==> config.mk <==
export PLATFORM = sky130hd
export DESIGN_NAME = dmem_arbiter_flat
export DESIGN_NICKNAME = d
export VERILOG_FILES = /design/src/rtl/dmem_arbiter_if.sv /design/src/rtl/dmem_arbiter.sv /design/src/flat_wrapper.sv
export SDC_FILE = /design/constraint.sdc
export NUM_CORES = 1
export LEC_CHECK = 0
export ABC_AREA = 1
export CORE_MARGIN = 5
export CORE_UTILIZATION = 57
export CTS_CLUSTER_SIZE = 8
export DETAILED_ROUTE_END_ITERATION = 8
export DONT_BUFFER_PORTS = 1
export PLACE_DENSITY_LB_ADDON = 0.25
export SYNTH_ARGS = -nofsm -noshare
export SYNTH_HDL_FRONTEND = slang
export SYNTH_SLANG_ARGS = --single-unit
==> constraint.sdc <==
create_clock -name clk -period 5.7 [get_ports clk]
set_input_delay 1.71 -clock clk [delete_from_list [all_inputs] [get_ports clk]]
set_output_delay 1.71 -clock clk [all_outputs]
set_load 0.02 [all_outputs]
==> src/rtl/dmem_arbiter_if.sv <==
// Bus bundle tying the IF and MEM requesters and the single-port RAM to the data-memory arbiter.
// The arbiter uses the slave view; the requesters and RAM together form the master view.
interface dmem_arbiter_if #(
    parameter int ADDR_W = 32,
    parameter int DATA_W = 32
);
    localparam int BE_W = DATA_W / 8;

    logic              if_req;
    logic [ADDR_W-1:0] if_addr;
    logic              if_gnt;
    logic              if_rvalid;
    logic [DATA_W-1:0] if_rdata;
    logic              if_err;
    logic              if_stall;

    logic              mem_req;
    logic              mem_we;
    logic [ADDR_W-1:0] mem_addr;
    logic [DATA_W-1:0] mem_wdata;
    logic [BE_W-1:0]   mem_be;
    logic              mem_gnt;
    logic              mem_rvalid;
    logic [DATA_W-1:0] mem_rdata;
    logic              mem_err;
    logic              mem_stall;

    logic              ram_req;
    logic              ram_we;
    logic [ADDR_W-1:0] ram_addr;
    logic [DATA_W-1:0] ram_wdata;
    logic [BE_W-1:0]   ram_be;
    logic              ram_ready;
    logic [DATA_W-1:0] ram_rdata;

    modport slave (
        input  if_req, if_addr,
        input  mem_req, mem_we, mem_addr, mem_wdata, mem_be,
        input  ram_ready, ram_rdata,
        output if_gnt, if_rvalid, if_rdata, if_err, if_stall,
        output mem_gnt, mem_rvalid, mem_rdata, mem_err, mem_stall,
        output ram_req, ram_we, ram_addr, ram_wdata, ram_be
    );

    modport master (
        output if_req, if_addr,
        output mem_req, mem_we, mem_addr, mem_wdata, mem_be,
        output ram_ready, ram_rdata,
        input  if_gnt, if_rvalid, if_rdata, if_err, if_stall,
        input  mem_gnt, mem_rvalid, mem_rdata, mem_err, mem_stall,
        input  ram_req, ram_we, ram_addr, ram_wdata, ram_be
    );
endinterface

==> src/rtl/dmem_arbiter.sv <==
// Shares the single-port data memory between instruction fetch and load/store, with
// MEM priority, an IF anti-starvation override and early rejection of misaligned accesses.
module dmem_arbiter #(
    parameter int ADDR_W       = 32,
    parameter int DATA_W       = 32,
    parameter int STARVE_LIMIT = 4
) (
    input logic           clk,
    input logic           resetn,
    dmem_arbiter_if.slave bus
);
    localparam int         BE_W  = DATA_W / 8;
    localparam logic [3:0] LIMIT = 4'(STARVE_LIMIT);

    typedef enum logic { IDLE, ACCESS } stateT;
    typedef enum logic { OWNER_IF, OWNER_MEM } ownerT;

    stateT      state;
    ownerT      owner;
    logic [3:0] starveCnt;

    logic       forceIf;
    logic       memWin;
    logic       ifWin;
    logic       memBad;
    logic       ifBad;
    logic [1:0] memLane;

    // Grants are combinational and suppressed while reset is held so every output reads 0.
    always_comb begin
        forceIf = bus.if_req && (starveCnt == LIMIT);
        memWin  = (state == IDLE) && !resetn && bus.mem_req && !forceIf;
        ifWin   = (state == IDLE) && !resetn && bus.if_req && !memWin;
    end

    always_comb begin
        memLane = bus.mem_addr[1:0];
        memBad  = 1'b1;
        if (bus.mem_be == BE_W'(4'b1111) && memLane == 2'd0) memBad = 1'b0;
        if (bus.mem_be == BE_W'(4'b0011) && memLane == 2'd0) memBad = 1'b0;
        if (bus.mem_be == BE_W'(4'b1100) && memLane == 2'd2) memBad = 1'b0;
        if (bus.mem_be == (BE_W'(1) << memLane))              memBad = 1'b0;
        ifBad = (bus.if_addr[1:0] != 2'b00);
    end

    assign bus.if_gnt    = ifWin;
    assign bus.mem_gnt   = memWin;
    assign bus.if_stall  = bus.if_req  && !ifWin  && !resetn;
    assign bus.mem_stall = bus.mem_req && !memWin && !resetn;

    // Rejected grants answer from IDLE the next cycle; accepted ones park on the RAM port until ready.
    always_ff @(posedge clk or posedge resetn) begin
        if (resetn) begin
            state          <= IDLE;
            owner          <= OWNER_IF;
            starveCnt      <= '0;
            bus.ram_req    <= 1'b0;
            bus.ram_we     <= 1'b0;
            bus.ram_addr   <= '0;
            bus.ram_wdata  <= '0;
            bus.ram_be     <= '0;
            bus.if_rvalid  <= 1'b0;
            bus.if_rdata   <= '0;
            bus.if_err     <= 1'b0;
            bus.mem_rvalid <= 1'b0;
            bus.mem_rdata  <= '0;
            bus.mem_err    <= 1'b0;
        end else begin
            bus.if_rvalid  <= 1'b0;
            bus.mem_rvalid <= 1'b0;
            case (state)
                IDLE: begin
                    if (memWin) begin
                        if (!bus.if_req)
                            starveCnt <= '0;
                        else if (starveCnt < LIMIT)
                            starveCnt <= starveCnt + 4'd1;
                        if (memBad) begin
                            bus.mem_rvalid <= 1'b1;
                            bus.mem_err    <= 1'b1;
                            bus.mem_rdata  <= '0;
                        end else begin
                            owner         <= OWNER_MEM;
                            bus.ram_req   <= 1'b1;
                            bus.ram_we    <= bus.mem_we;
                            bus.ram_addr  <= bus.mem_addr;
                            bus.ram_wdata <= bus.mem_wdata;
                            bus.ram_be    <= bus.mem_be;
                            state         <= ACCESS;
                        end
                    end else if (ifWin) begin
                        starveCnt <= '0;
                        if (ifBad) begin
                            bus.if_rvalid <= 1'b1;
                            bus.if_err    <= 1'b1;
                            bus.if_rdata  <= '0;
                        end else begin
                            owner         <= OWNER_IF;
                            bus.ram_req   <= 1'b1;
                            bus.ram_we    <= 1'b0;
                            bus.ram_addr  <= bus.if_addr;
                            bus.ram_wdata <= '0;
                            bus.ram_be    <= '1;
                            state         <= ACCESS;
                        end
                    end
                end
                ACCESS: begin
                    if (bus.ram_ready) begin
                        bus.ram_req <= 1'b0;
                        state       <= IDLE;
                        if (owner == OWNER_MEM) begin
                            bus.mem_rvalid <= 1'b1;
                            bus.mem_err    <= 1'b0;
                            bus.mem_rdata  <= bus.ram_rdata;
                        end else begin
                            bus.if_rvalid <= 1'b1;
                            bus.if_err    <= 1'b0;
                            bus.if_rdata  <= bus.ram_rdata;
                        end
                    end
                end
                default: state <= IDLE;
            endcase
        end
    end
endmodule

==> src/flat_wrapper.sv <==
// flat-port wrapper written by rule: the top's interface ports become plain ports
module dmem_arbiter_flat 
#(
    parameter int ADDR_W       = 32,
    parameter int DATA_W       = 32,
    parameter int STARVE_LIMIT = 4
)
  (clk, resetn, bus_if_req, bus_if_addr, bus_mem_req, bus_mem_we, bus_mem_addr, bus_mem_wdata, bus_mem_be, bus_ram_ready, bus_ram_rdata, bus_if_gnt, bus_if_rvalid, bus_if_rdata, bus_if_err, bus_if_stall, bus_mem_gnt, bus_mem_rvalid, bus_mem_rdata, bus_mem_err, bus_mem_stall, bus_ram_req, bus_ram_we, bus_ram_addr, bus_ram_wdata, bus_ram_be);
  dmem_arbiter_if #(.ADDR_W(ADDR_W), .DATA_W(DATA_W)) bus_i ();
  input logic clk;
  input logic resetn;
  input wire logic [$bits(bus_i.if_req)-1:0] bus_if_req;
  input wire logic [$bits(bus_i.if_addr)-1:0] bus_if_addr;
  input wire logic [$bits(bus_i.mem_req)-1:0] bus_mem_req;
  input wire logic [$bits(bus_i.mem_we)-1:0] bus_mem_we;
  input wire logic [$bits(bus_i.mem_addr)-1:0] bus_mem_addr;
  input wire logic [$bits(bus_i.mem_wdata)-1:0] bus_mem_wdata;
  input wire logic [$bits(bus_i.mem_be)-1:0] bus_mem_be;
  input wire logic [$bits(bus_i.ram_ready)-1:0] bus_ram_ready;
  input wire logic [$bits(bus_i.ram_rdata)-1:0] bus_ram_rdata;
  output wire logic [$bits(bus_i.if_gnt)-1:0] bus_if_gnt;
  output wire logic [$bits(bus_i.if_rvalid)-1:0] bus_if_rvalid;
  output wire logic [$bits(bus_i.if_rdata)-1:0] bus_if_rdata;
  output wire logic [$bits(bus_i.if_err)-1:0] bus_if_err;
  output wire logic [$bits(bus_i.if_stall)-1:0] bus_if_stall;
  output wire logic [$bits(bus_i.mem_gnt)-1:0] bus_mem_gnt;
  output wire logic [$bits(bus_i.mem_rvalid)-1:0] bus_mem_rvalid;
  output wire logic [$bits(bus_i.mem_rdata)-1:0] bus_mem_rdata;
  output wire logic [$bits(bus_i.mem_err)-1:0] bus_mem_err;
  output wire logic [$bits(bus_i.mem_stall)-1:0] bus_mem_stall;
  output wire logic [$bits(bus_i.ram_req)-1:0] bus_ram_req;
  output wire logic [$bits(bus_i.ram_we)-1:0] bus_ram_we;
  output wire logic [$bits(bus_i.ram_addr)-1:0] bus_ram_addr;
  output wire logic [$bits(bus_i.ram_wdata)-1:0] bus_ram_wdata;
  output wire logic [$bits(bus_i.ram_be)-1:0] bus_ram_be;
  assign bus_i.if_req = bus_if_req;
  assign bus_i.if_addr = bus_if_addr;
  assign bus_i.mem_req = bus_mem_req;
  assign bus_i.mem_we = bus_mem_we;
  assign bus_i.mem_addr = bus_mem_addr;
  assign bus_i.mem_wdata = bus_mem_wdata;
  assign bus_i.mem_be = bus_mem_be;
  assign bus_i.ram_ready = bus_ram_ready;
  assign bus_i.ram_rdata = bus_ram_rdata;
  assign bus_if_gnt = bus_i.if_gnt;
  assign bus_if_rvalid = bus_i.if_rvalid;
  assign bus_if_rdata = bus_i.if_rdata;
  assign bus_if_err = bus_i.if_err;
  assign bus_if_stall = bus_i.if_stall;
  assign bus_mem_gnt = bus_i.mem_gnt;
  assign bus_mem_rvalid = bus_i.mem_rvalid;
  assign bus_mem_rdata = bus_i.mem_rdata;
  assign bus_mem_err = bus_i.mem_err;
  assign bus_mem_stall = bus_i.mem_stall;
  assign bus_ram_req = bus_i.ram_req;
  assign bus_ram_we = bus_i.ram_we;
  assign bus_ram_addr = bus_i.ram_addr;
  assign bus_ram_wdata = bus_i.ram_wdata;
  assign bus_ram_be = bus_i.ram_be;
  dmem_arbiter #(.ADDR_W(ADDR_W), .DATA_W(DATA_W), .STARVE_LIMIT(STARVE_LIMIT)) u_core (.clk(clk), .resetn(resetn), .bus(bus_i));
endmodule
== Word-level counts from Yosys, hierarchy flattened ==
Cells that the tools add are included.

* $add $sub $neg: 1
* Magnitude comparators: 1
* Equality and inequality tests: 20
* Shifts and indexed selects: 1
* Muxes and demuxes: 70
* Bitwise logic cells: 1
* Reduce and logical (&&, ||, !) cells: 25

{| class="wikitable"
|+ Operators with widths
! cell !! number
|-
| 32-bit two-way mux || 17
|-
| 32-bit case mux with 2 select lines || 2
|-
| 1-bit two-way mux || 37
|-
| 4-bit two-way mux || 8
|-
| 2-bit != test, second input constant || 7
|-
| 1-bit logical AND || 13
|-
| 1-bit case mux with 2 select lines || 6
|-
| 4-bit AND reduction || 3
|-
| 4-bit == test, second input constant || 2
|-
| 2-bit by 1-bit != test with 1-bit output, second input constant || 3
|-
| 3-bit by 2-bit != test with 1-bit output, second input constant || 2
|-
| 3-bit != test, second input constant || 2
|-
| 5-bit AND reduction || 1
|-
| 4-bit by 1-bit adder with 4-bit output, second input constant || 1
|-
| 4-bit by 2-bit == test with 1-bit output, second input constant || 1
|-
| 4-bit by 3-bit == test with 1-bit output, second input constant || 1
|-
| 4-bit == test || 1
|-
| 1-bit logical NOT || 4
|-
| 4-bit by 3-bit < comparator with 1-bit output, second input constant || 1
|-
| 2-bit nonzero test || 2
|-
| 1-bit by 2-bit << shifter with 4-bit output, first input constant || 1
|-
| 3-bit AND reduction || 1
|-
| 2-bit == test, second input constant || 1
|-
| 2-bit logical NOT || 1
|-
| 1-bit NOT || 1
|}

* Bits in registers: 144
* Bits of input ports: 138
* Output and inout bits: 142
* Logic and storage cells: 133

== Logic depth before layout (Yosys ltp) ==
Gate-level depths: netlist of the first run.

* Depth in word-level cells: 9
* Gate-level depth with buffers: 10

== Worst setup path before layout of the first run ==
No wires, ideal clock.

* Kind: input-to-output
* Start point: input resetn
* End point: output bus_if_stall
* Arrival: 4471 ps
* Setup slack: -481 ps
* Cell stages on the path: 5
* Path buffers: 0
* Cells stage by stage: inv_2 nand3_2 nor2_4 nor2_4 nor3_1

* Word-level cells in the longest chain between the ends: 9
* Elaborated cells on any way between the ends: 10

{| class="wikitable"
|+ Ends and longest elaborated chain
! item !! line !! RTL
|-
| from (decl) || flat_wrapper.sv:11 || <nowiki>input logic resetn;</nowiki>
|-
| 1-bit logical NOT (*) || dmem_arbiter.sv:32, dmem_arbiter.sv:33 ||
|-
| 1-bit logical AND (*) || dmem_arbiter.sv:32, dmem_arbiter.sv:33 ||
|-
| 1-bit logical AND (2 in a row) || dmem_arbiter.sv:32 || <nowiki>memWin = (state == IDLE) && !resetn && bus.mem_req && !forceIf;</nowiki>
|-
| 1-bit logical NOT || dmem_arbiter.sv:33 || <nowiki>ifWin = (state == IDLE) && !resetn && bus.if_req && !memWin;</nowiki>
|-
| 1-bit logical AND (*) || dmem_arbiter.sv:33 ||
|-
| via bus_if_gnt || flat_wrapper.sv:21 || <nowiki>output wire logic [$bits(bus_i.if_gnt)-1:0] bus_if_gnt;</nowiki>
|-
| 1-bit logical NOT (*) || dmem_arbiter.sv:48 || <nowiki>assign bus.if_stall = bus.if_req && !ifWin && !resetn;</nowiki>
|-
| 1-bit logical AND (*) (2 in a row) || dmem_arbiter.sv:48 ||
|-
| to (decl) || flat_wrapper.sv:25 || <nowiki>output wire logic [$bits(bus_i.if_stall)-1:0] bus_if_stall;</nowiki>
|}

Mark *: on every way through the listed nets, which the timed path passes. The rest lies on a longest branch.

== Final worst setup path of the first run ==
* Start point: input resetn
* End point: output bus_mem_stall

* Word-level cells in the longest chain between the ends: 7

{| class="wikitable"
|+ Ends and longest elaborated chain
! item !! line !! RTL
|-
| 1-bit logical NOT (*) || dmem_arbiter.sv:32, dmem_arbiter.sv:49 ||
|-
| 1-bit logical AND (3 in a row) || dmem_arbiter.sv:32 ||
|-
| 1-bit logical NOT || dmem_arbiter.sv:49 || <nowiki>assign bus.mem_stall = bus.mem_req && !memWin && !resetn;</nowiki>
|-
| 1-bit logical AND || dmem_arbiter.sv:49 ||
|-
| 1-bit logical AND (*) || dmem_arbiter.sv:49 ||
|-
| to (decl) || flat_wrapper.sv:30 || <nowiki>output wire logic [$bits(bus_i.mem_stall)-1:0] bus_mem_stall;</nowiki>
|}

Every way passes the cells marked *; elsewhere a longest branch is shown, timed or not.

==> flow_metrics.tcl, run 1 <==
set metrics [dict create \
    port-buffer-count 0 \
    ys_async_sr_fraction_pct 100 \
    largest_net_degree_at_the_start_of_global_routing 79 \
    antenna_found_initial 0 \
    wl_met1_mm 6.11 \
    whs_endpoint "u_core.owner$_DFFE_PP0P_" \
    fin_setup_tns_ps 0 \
    synth_cell_types 25 \
    floorplan.initialDensity_pct 58.8 \
    worst_hold_slack_ps 536 \
    syn-mean-instance-area_um2 8.27 \
    area.growth.synth_to_final_pct 8.22 \
    seqCellArea_um2 3600 \
    synth-seq-cells 144 \
    sequential_to_total_area_share_from_yosys_stat_pct 55.8 \
    cts-root-to-sink-buffers 2 \
    synth_fp_nets 921 \
    cts_tree "done" \
    htree_num_levels 4 \
    timing.final.crit_period_ps 4640 \
    dp.cells 877 \
    synth_largest_area_cell "dfrtp_1" \
    first_global_vias 5064 \
    r2r-end "u_core.bus.if_rdata[5]$_DFFE_PP0P_" \
    clk_pin_slew_worst_paths_ps 60 \
    synth_most_common_cell "nand2_1" \
    total_leakage_power_nw 3.65 \
    finClkSkew_ps 7.14 \
    route.top_layer_used "met4" \
    crit_path_max_incr_delay_ps 420 \
    numClockSinks 144 \
    met2_wirelength_mm 8.50 \
    route.detailed.drc 0 \
    ff2ff_path_depth 9 \
    dr_total_vias 5198 \
    synth_top_cell_area_share_pct 55.8 \
    multi_input_comb_area_um2 2470 \
    grt_setup_unrepaired "false" \
    result_of_the_run "finished clean" \
    worst-r2r-setup-slack_ps 2540 \
    finalNetCount 896 \
    slew-limit-headroom_pct 31.0 \
    overflow 0 \
    cp_max_fo 42 \
    yosys_warnings 0 \
    total_clock_buffers_created_by_cts 17 \
    place_worst_setup_slack_ps 1040 \
    ys_dominant_reg_cell "dfrtp_1" \
    num-fill-cells 911 \
    min-delay-path-class "reg -> reg" \
    ir_worst_vdd_v 0.000327 \
    drtAntennaViolNets 0 \
    netlist_top_cells_count "nand2_1 (315), nand3_1 (177), dfrtp_1 (144)" \
    fp.coreArea_um2 11000 \
    regToRegStartpoint "u_core.state$_DFF_PP0_" \
    final_cell_area_um2 6990 \
    number_of_standard_cells_in_the_layout_taps_in_and_fillers_out 909 \
    die-area_um2 13600 \
    post-cts-setup-buffer-count 0 \
    critPathSlowestCell "buf_4" \
    synth_cells 781 \
    rows 38 \
    hold-path-cell-count 2 \
    power_per_cell_area_nw_per_um2 451 \
    cp-start-kind "input pin" \
    n_antenna_cell 0 \
    synth_area_leaders "dfrtp_1 (56%), nand2_1 (18%), nand3_1 (14%)" \
    route.met3.wl_mm 1.98 \
    worst_setup_path_startpoint "resetn" \
    worst_skew_pair.late_latency_ps 410 \
    route.detailed.vias_per_inst 5.72 \
    worstPathArrival_ps 2930 \
    die_width_um 116 \
    post-route-period-util_pct 81.4 \
    worst_hold_startpoint "u_core.owner$_DFFE_PP0P_" \
    postPlaceCellArea_um2 6420 \
    place_congestion 0.858 \
    setup-violations-final 0 \
    post-dp-hpwl_mm 12.0 \
    cp_cell_sequence "inv_6 -> nand3_2 -> nor2_4 -> buf_4 -> nor3_1" \
    cts_resized 0 \
    path_type_of_the_worst_setup_path "in -> out" \
    report.final.slew_viol_count 0 \
    timing.critical_path.required_ps 3990 \
    max_cap_viol_count 0 \
    area_of_the_mapped_netlist_um2 6460 \
    hold_viol_final 0 \
    die-height_um 116 \
    fmax_mhz 216 \
    cts_root_buf "clkbuf_16" \
    iter_0_drt_violations 336 \
    boundaryPins 280 \
    detail_route.first_pass.iterations 6 \
    least_margin_pin_slew_ps 1030 \
    nature_of_the_critical_path_endpoint "output pin" \
    overall_global_routing_resource_usage_pct 24.8 \
    grt_first_pass_wirelength_mm 26.1 \
    cts-hold-fix-buffers 0 \
    post_synth_edffs 0 \
    wl_per_cell_um 18.6 \
    fraction_of_layout_instances_using_a_drive_strength_above_1_pct 7.15 \
    postRouteWirelength_mm 16.9 \
    timing.final.ws_setup_ps 1060 \
]
[cells by family after synthesis]
family,share of synthesized area (%)
flops,55.8
buf+inv,6.05
simple gates,34.1
compound gates,3.64
fa+ha+maj,0.388
[worst max-delay path by stage]
stage | cells after the start | slack, ps | end
floorplan | 5 | 250 | bus_if_stall
global placement | 5 | 1090 | bus_mem_stall
detailed placement | 5 | 1040 | bus_mem_stall
CTS | 5 | 1040 | bus_mem_stall
global route | 5 | 910 | bus_mem_stall
finish | 5 | 1060 | bus_mem_stall
[sequential cells by signal, indices dropped and copies added (netlist names), 4 cells and up]
register              flops
u_core.bus.if_rdata      32
u_core.bus.ram_addr      32
u_core.bus.mem_rdata     32
u_core.bus.ram_be         4
u_core.starveCnt          4
u_core.bus.ram_wdata     32
[cell type report]
| cell class | count | share of cell area, % |
|---|---|---|
| tap | 140 | 2.51 |
| timing repair buffer | 11 | 1.18 |
| inverter | 21 | 1.20 |
| multi-input combinational | 561 | 35.4 |
| clock buffer | 24 | 7.04 |
| clock inverter | 8 | 1.13 |
| sequential | 144 | 51.6 |
[cells in the final DEF, fill, tap and decap left out, types with 4 or more instances in the layout]
cell,netlist,final
nand2_1,315,314
inv_1,18,18
buf_4,5,11
clkinvlp_4,0,4
o21ai_1,13,13
nor2_1,10,10
nand3_1,177,176
clkbuf_16,0,17
dfrtp_1,144,143
o21ai_0,24,24
clkbuf_8,0,4
[metal layers]
layer	vias up	track usage, %
met2	215	41.2
met1	2485	28.8
met3	23	10.7
li1	2475	-
met5	-	0
met4	0	8.74
[power breakdown]
part | leakage, nW | internal [mW] | switching, mW
clock network | 0.269 | 0.647 | 0.410
logic | 1.52 | 0.139 | 0.251
registers | 1.86 | 1.24 | 0.460
[through the flow]
step	util, %	total power [mW]
4_1_cts	63.6	3.18
3_5_place_dp	58.4	2.12
5_1_grt	63.6	3.31
6_report	63.6	3.15
2_1_floorplan	-	1.98
3_3_place_gp	58.4	2.09
[worst max-delay path: cells and delay by family]
kind          cells  cell delay, ps
buf+inv           2             640
simple gates      3             560
(Power assumes the default switching activity.)
==> inputs of run 2 (changes only) <==
==> constraint.sdc (replaced) <==
create_clock -name clk -period 3.9 [get_ports clk]
set_input_delay 1.17 -clock clk [delete_from_list [all_inputs] [get_ports clk]]
set_output_delay 1.17 -clock clk [all_outputs]
set_load 0.02 [all_outputs]
==> run 2 against run 1 <==
Non-clock buffer count grew 1. Combinational power grew 46%. Via count shrank 0.56%. Setup slack lost 450 ps. Critical endpoint is now bus_if_stall. Largest power group unchanged.
==> flow_metrics.tcl, run 2 (synthesized netlist as in run 1, its figures left out) <==
set metrics [dict create \
    cp-start-kind "input pin" \
    fraction_of_layout_instances_using_a_drive_strength_above_1_pct 7.27 \
    fp.coreArea_um2 11000 \
    worst-r2r-setup-slack_ps 1170 \
    die_width_um 116 \
    critPathSlowestCell "nor2_4" \
    port-buffer-count 0 \
    fin_setup_tns_ps 0 \
    worst_setup_path_startpoint "resetn" \
    least_margin_pin_slew_ps 1120 \
    slew-limit-headroom_pct 25.3 \
    cts-root-to-sink-buffers 2 \
    ir_worst_vdd_v 0.000315 \
    regToRegStartpoint "u_core.starveCnt[0]$_DFFE_PP0P_" \
    iter_0_drt_violations 393 \
    timing.final.ws_setup_ps 606 \
    worstSetupPathDepth 6 \
    power_per_cell_area_nw_per_um2 661 \
    cts-hold-fix-buffers 0 \
    layout.cells.most_common "nand2_1" \
    report.final.slew_viol_count 0 \
    finClkSkew_ps 8.03 \
    place_worst_setup_slack_ps 611 \
    grt_setup_unrepaired "false" \
    route.detailed.vias_per_inst 5.68 \
    cts_resized 0 \
    finalNetCount 897 \
    boundaryPins 280 \
    cp_cell_sequence "inv_8 -> nand3_2 -> nor2_4 -> nor2_4 -> nor3_1 -> buf_4" \
    hold_viol_final 0 \
    result_of_the_run "finished clean" \
    detail_route.first_pass.iterations 5 \
    antenna_found_initial 0 \
    nature_of_the_critical_path_endpoint "output pin" \
    postRouteWirelength_mm 16.9 \
    setup.worst_path.end "bus_if_stall" \
    worst_skew_pair.late_latency_ps 410 \
    die-area_um2 13600 \
    commonest_non_fill_non_tap_cells_in_the_layout "nand2_1 (314), nand3_1 (176), dfrtp_1 (143), o21ai_0 (24), inv_1 (18)" \
    timing.final.crit_period_ps 3290 \
    ff2ff_path_depth 10 \
    r2r-end "u_core.bus.ram_wdata[23]$_DFFE_PP0P_" \
    fmax_mhz 304 \
    post-cts-setup-buffer-count 0 \
    path_type_of_the_worst_setup_path "in -> out" \
    cp_max_fo 16 \
    total_leakage_power_nw 3.68 \
    wl_per_cell_um 18.5 \
    dr_total_vias 5169 \
    path_common_cell "nor2_4" \
    critPathBufInv 2 \
    route.detailed.drc 0 \
    worstPathArrival_ps 2120 \
    setup-violations-final 0 \
    crit_path_max_incr_delay_ps 360 \
    numClockSinks 144 \
    drtAntennaViolNets 0 \
    post-dp-hpwl_mm 12.0 \
    htree_num_levels 4 \
    overall_global_routing_resource_usage_pct 25.0 \
    timing.critical_path.required_ps 2730 \
    die-height_um 116 \
    total_clock_buffers_created_by_cts 17 \
    clk_pin_slew_worst_paths_ps 60 \
    post-route-period-util_pct 84.5 \
    place_congestion 0.860 \
    overflow 0 \
    min-delay-path-class "reg -> reg" \
    rows 38 \
    worst_hold_startpoint "u_core.owner$_DFFE_PP0P_" \
    cts_root_buf "clkbuf_16" \
    gate_family_responsible_for_the_most_delay_along_the_worst_path "simple AND/OR/NAND/NOR gates" \
    first_global_vias 5055 \
    n_antenna_cell 0 \
    cts_tree "done" \
    floorplan.initialDensity_pct 58.8 \
    largest_net_degree_at_the_start_of_global_routing 78 \
    area.growth.synth_to_final_pct 8.97 \
    grt_first_pass_wirelength_mm 26.2 \
    max_cap_viol_count 0 \
]
-- run 2: final cells by class --
| type | count | area (um2) |
|---|---|---|
| Clock inverter | 9 | 106 |
| Multi-Input combinational cell | 561 | 2470 |
| Timing Repair Buffer | 12 | 115 |
| Sequential cell | 144 | 3600 |
| Tap cell | 140 | 175 |
| Clock buffer | 23 | 478 |
| Inverter | 21 | 86.3 |
| Fill cell | 933 | 3950 |
-- run 2: worst min path at each step --
stage / cells past startpoint / slack (ps) / end
6_report: 2 / 530 / u_core.owner$_DFFE_PP0P_
5_1_grt: 2 / 560 / u_core.starveCnt[3]$_DFFE_PP0P_
4_1_cts: 2 / 530 / u_core.owner$_DFFE_PP0P_
3_5_place_dp: 2 / 510 / u_core.owner$_DFFE_PP0P_
3_3_place_gp: 2 / 500 / u_core.owner$_DFFE_PP0P_
2_1_floorplan: 2 / 480 / u_core.owner$_DFFE_PP0P_
-- run 2: stage by stage --
stage,power [mW],util [%],std cells,hold slack [ps],instance area (um2)
2_1_floorplan,2.89,-,781,484,6460
3_5_place_dp,3.10,58.7,878,514,6450
3_3_place_gp,3.06,58.7,878,504,6450
5_1_grt,4.90,64.1,910,562,7040
4_1_cts,4.70,64.1,910,528,7040
6_report,4.65,64.1,910,535,7040
-- run 2: report_power, final --
part	total [mW]	internal, mW	leakage (nW)	switching [mW]
registers	2.49	1.82	1.86	0.673
clock network	1.60	0.991	0.280	0.604
logic	0.568	0.205	1.54	0.362
total	4.65	3.01	3.68	1.64
-- run 2: per-layer routing --
metal,up-vias,track usage (%),share of wire (%)
met4,0,10.4,2.5
met3,32,9.95,12
li1,2480,-,-
met2,228,40.4,49
met1,2429,29.7,36
met5,-,0,0
-- run 2: worst min-delay path, delay by kind of cell, from the launching register on --
kind          cells  cell delay [ps]
flops             1              370
simple gates      2              140
